===== src/rtl/cache_mem_arbiter.sv =====
// Shares one RAM port between a single-word icache and a WORDS-beat dcache burst engine.
// Grant is registered (one IDLE cycle between transfers); RAM wait/data are routed combinationally.
module cache_mem_arbiter #(
    parameter int ADDR_W     = 32,
    parameter int DATA_W     = 32,
    parameter int WORDS      = 2,
    parameter int STARVE_MAX = 3
) (
    input  logic              CLK,
    input  logic              RST,
    input  logic              iREN,
    input  logic [ADDR_W-1:0] iaddr,
    output logic [DATA_W-1:0] iload,
    output logic              iwait,
    input  logic              dREN,
    input  logic              dWEN,
    input  logic [ADDR_W-1:0] daddr,
    input  logic [DATA_W-1:0] dstore,
    output logic [DATA_W-1:0] dload,
    output logic              dwait,
    output logic              ramREN,
    output logic              ramWEN,
    output logic [ADDR_W-1:0] ramaddr,
    output logic [DATA_W-1:0] ramstore,
    input  logic [DATA_W-1:0] ramload,
    input  logic [1:0]        ramstate,
    output logic [1:0]        gnt,
    output logic              err
);

    localparam int BEAT_W   = (WORDS > 1) ? $clog2(WORDS) : 1;
    localparam int STARVE_W = (STARVE_MAX > 0) ? $clog2(STARVE_MAX + 1) : 1;

    localparam logic [BEAT_W-1:0]   LAST_BEAT  = BEAT_W'(WORDS - 1);
    localparam logic [STARVE_W-1:0] STARVE_LIM = STARVE_W'(STARVE_MAX);
    localparam logic [1:0]          RAM_ACCESS = 2'd2;
    localparam logic [1:0]          RAM_ERROR  = 2'd3;

    typedef enum logic [1:0] {
        IDLE   = 2'd0,
        I_XFER = 2'd1,
        D_XFER = 2'd2
    } state_t;

    state_t              state_q, state_d;
    logic [BEAT_W-1:0]   beat_q, beat_d;
    logic [STARVE_W-1:0] starve_q, starve_d;
    logic                err_q, err_d;

    logic access;
    logic dreq;

    assign access = (ramstate == RAM_ACCESS);
    assign dreq   = dREN | dWEN;
    assign err    = err_q;

    always_ff @(posedge CLK or posedge RST) begin
        if (RST) begin
            state_q  <= IDLE;
            beat_q   <= '0;
            starve_q <= '0;
            err_q    <= 1'b0;
        end else begin
            state_q  <= state_d;
            beat_q   <= beat_d;
            starve_q <= starve_d;
            err_q    <= err_d;
        end
    end

    always_comb begin
        state_d  = state_q;
        beat_d   = beat_q;
        starve_d = starve_q;
        err_d    = err_q;
        ramREN   = 1'b0;
        ramWEN   = 1'b0;
        ramaddr  = '0;
        ramstore = '0;
        iload    = '0;
        dload    = '0;
        iwait    = 1'b1;
        dwait    = 1'b1;
        gnt      = 2'b00;

        case (state_q)
            IDLE: begin
                // dcache has priority unless the icache has been passed over too often
                if (dreq && !(iREN && (starve_q == STARVE_LIM))) begin
                    state_d = D_XFER;
                end else if (iREN) begin
                    state_d = I_XFER;
                end
            end

            I_XFER: begin
                gnt     = 2'b01;
                ramREN  = iREN;
                ramaddr = iaddr;
                iload   = ramload;
                iwait   = ~access;
                if (ramstate == RAM_ERROR) begin
                    err_d = 1'b1;
                end
                if (access) begin
                    state_d  = IDLE;
                    starve_d = '0;
                end else if (!iREN) begin
                    state_d = IDLE;
                end
            end

            D_XFER: begin
                gnt      = 2'b10;
                ramWEN   = dWEN;
                ramREN   = dREN & ~dWEN;
                ramaddr  = daddr;
                ramstore = dstore;
                dload    = ramload;
                dwait    = ~access;
                if (ramstate == RAM_ERROR) begin
                    err_d = 1'b1;
                end
                if (!dreq) begin
                    state_d = IDLE;
                    beat_d  = '0;
                end else if (access) begin
                    if (beat_q == LAST_BEAT) begin
                        state_d = IDLE;
                        beat_d  = '0;
                        if (!iREN) begin
                            starve_d = '0;
                        end else if (starve_q != STARVE_LIM) begin
                            starve_d = starve_q + 1'b1;
                        end
                    end else begin
                        beat_d = beat_q + 1'b1;
                    end
                end
            end

            default: begin
                state_d = IDLE;
            end
        endcase
    end

endmodule


===== config.mk =====
export PLATFORM = sky130hd
export DESIGN_NAME = cache_mem_arbiter
export DESIGN_NICKNAME = d
export VERILOG_FILES = /design/src/rtl/cache_mem_arbiter.sv
export SDC_FILE = /design/constraint.sdc
export NUM_CORES = 1
export LEC_CHECK = 0
export BUFFER_PORTS_ARGS = -buffer_cell sky130_fd_sc_hd__buf_2
export CORE_AREA = 3 3 102 104
export CTS_CLUSTER_DIAMETER = 150
export DETAILED_ROUTE_END_ITERATION = 10
export DIE_AREA = 0 0 105 107
export GPL_ROUTABILITY_DRIVEN = 0
export MAX_ROUTING_LAYER = met4
export PLACE_DENSITY = 0.61
export SYNTH_ARGS = -nofsm -noshare
export SYNTH_HDL_FRONTEND = slang
export SYNTH_SLANG_ARGS = --single-unit

===== constraint.sdc =====
create_clock -name CLK -period 1.5 [get_ports CLK]
set_input_delay 0.225 -clock CLK [delete_from_list [all_inputs] [get_ports CLK]]
set_output_delay 0.225 -clock CLK [all_outputs]
set_load 0.01 [all_outputs]

==> results.cfg <==
[floorplanning]
initial_utilization_pct = 16.41
die_width_um = 105
fp-row-count = 36
fp.dieArea_um2 = 11240
core-area_um2 = 9639
floorplan.die.height_um = 107
io_pins = 270

[yosys]
synth.yosys.seq_area_share_pct = 9.494
synth_seq_cells = 6
synth.top_cells.by_area = and2_1 (38%), a22oi_1 (15%), nor2b_1 (13%)
ys_dominant_reg_cell = dfrtp_1
synth-warning-count = 0
synth.lib_cells_used.distinct = 26
synth_enable_flop_cells = 0
mappedNetlistArea_um2 = 1582
syn_avg_cell_area_um2 = 6.967
async_flop_share_pct = 100.0
synthesized_instance_count = 227
netlist_top_cells_count = and2_1 (97), a22oi_1 (32), nor2b_1 (32)
netlist.top_cell.by_area = and2_1
synthDominantCellAreaShare_pct = 38.37
post_synth_net_total = 368
post-synth-top-count-cell = and2_1

[setup_path]
timing.critical_path.from = state_q[0]
worst-path-stages = 6
timing.rr.end = starve_q[1]
crit_family = buffers and inverters
timing.critical_path.slowest_cell_delay_ps = 370
regToRegSetupSlack_ps = -220
critical_path_peak_fanout = 6
worstPathBufferInverterCount = 4
worstSetupPathType = reg2out
worst_setup_path_start_kind = flip-flop
endpoint_kind = primary output
timing.reg2reg.worst_path_depth = 6
rr_startpoint = state_q[0]
critical_path.endpoint = iload[7]
critPathSlowestCell = dfrtp_1
cp_cell_sequence = buf_4, ha_4, buf_12, clkbuf_16, and2_1, buf_2
worst_path_required_ps = 1270
critPathArrivalTime_ps = 1540

[run]
maxCapViolCount = 0

[global_route]
grt_pass1_vias = 2406
maximum_number_of_pins_on_one_net_before_global_route_repair = 57
total_congestion_overflow_after_global_routing = 0
antenna_found_initial = 0
gr-usage-all-layers_pct = 13.63
first_pass_grt_wire_length_mm = 12.37

[timing]
totalNegativeSetupSlack_ps = -28410
worst_slew_pin_slew_ps = 310.3
setup_viol = 135
final_period_minus_worst_setup_slack_ps = 1769
unrepaired_setup_endpoints_after_global_routing = true
clock_skew_ps = 1.721
hold_slack_ps = 276.7
max_slew_margin_pct = 79.31
maxClockFrequency_mhz = 565.3
final_max_slew_viol_count = 0
timing.final.crit_share_pct = 117.9
hold_viol = 0
finalWorstSetupSlack_ps = -268.9

[outcome]
status = finished with violations
failed_checks = negative setup slack

[cts]
count_of_clock_tree_sinks = 6
cts-htree-levels = 1
tritoncts = yes
clockBufferDepth = 2
clock_transition_at_the_registers_of_the_reported_paths_ps = 40
cts.root.buffer_cell = clkbuf_8
clk-insertion-delay-late_ps = 220
cts-buffers-inserted = 3

[final_layout]
drive_gt1_share_pct = 63.82
layout.core_utilization_pct = 37.03
finalNetCount = 646
layout-area-overhead-vs-synth_pct = 125.7
n_antenna_cell = 0

[detailed_routing]
route.vias.total = 2680
drc = 0
drtAntennaViolNets = 0
wl_per_cell_um = 14.12
detail_route.iter0.violations = 149
detail_route.first_pass.iterations = 4
vias_per_cell = 4.214
totalWireLength_mm = 8.978

[min_path]
hold_path_class = in2reg

[place]
dp_hpwl_mm = 6.835
total_of_buffers_placed_on_input_and_output_ports = 269
pre_cts_slack_ps = -115.1

[power_and_ir_drop]
power.ir.vdd_worst_v = 0.0007597
pd_cells_nw_per_um2 = 1692
leakage_uw = 0.002057
finalPower_uw = 6040
[layout make-up]
class,count,area [um2]
Fill cell,1019,6070
Inverter,5,18.77
Sequential cell,6,150.1
Multi-Input combinational cell,195,1420
Clock buffer,3,41.29
Tap cell,133,166.4
Timing Repair Buffer,294,1773
[worst min path at each step]
stage,start,endpoint,slack [ps],cells after the start
2_1_floorplan,RST,beat_q,20,1
3_3_place_gp,RST,err,150,2
3_5_place_dp,RST,err,160,2
4_1_cts,ramstate[0],err,280,2
5_1_grt,ramstate[0],err,280,2
6_report,ramstate[0],err,280,2
[placed cells by master, fill, tap and decap left out, drive strengths merged, types with 2 or more instances in the layout]
master    n
ha        6
nand2     5
mux2i     2
nor2b    32
buf     290
dfrtp     6
nand2b    2
and3      2
clkbuf    6
inv       5
mux2      2
a22oi    32
nor3b     2
a21oi     3
nor2      2
and2     97
[report_power, final]
group          switching [uW]  internal [uW]  leakage (uW)
clock                    66.9            172     0.0000216
sequential               44.7            218     0.0000726
combinational            2630           2910       0.00196
[routing by layer]
layer | GRT usage, % | routed length [um]
met1 | 16.28 | 3670
met2 | 24.52 | 4720
met3 | 2.288 | 554
met4 | 2.156 | 32
met5 | - | 0
[sequential cells by signal (all words and copies together), names as in the netlist]
| signal | flops |
|---|---|
| beat_q | 1 |
| starve_q | 2 |
| state_q | 2 |
| err | 1 |
[stage by stage]
stage          instance area [um2]  std cells
5_1_grt                       3570        636
3_5_place_dp                  3187        623
4_1_cts                       3388        631
3_3_place_gp                  3187        623
2_1_floorplan                 1604        227
6_report                      3570        636
[cells by family (layout without fill, tap and decap cells)]
kind of cell / after synthesis / after routing / share of synthesized area (%)
buf+inv: 26 / 302 / 6.725
simple gates: 144 / 144 / 56.64
fa+ha+maj: 6 / 6 / 4.747
compound gates: 41 / 41 / 19.70
flops: 6 / 6 / 9.493
mux: 4 / 4 / 2.690
[what timing repair did]
item | CTS | global route
cloned | 3 | 4
endpoints found under the hold margin | 6 | 0
pin swaps | 1 | 1
hold buffers | 1 | 0
setup buffers | 1 | 1
resized for setup | 17 | 17
setup endpoints to repair | 137 | 137
No activity file was read; power rests on OpenSTA's default activity.
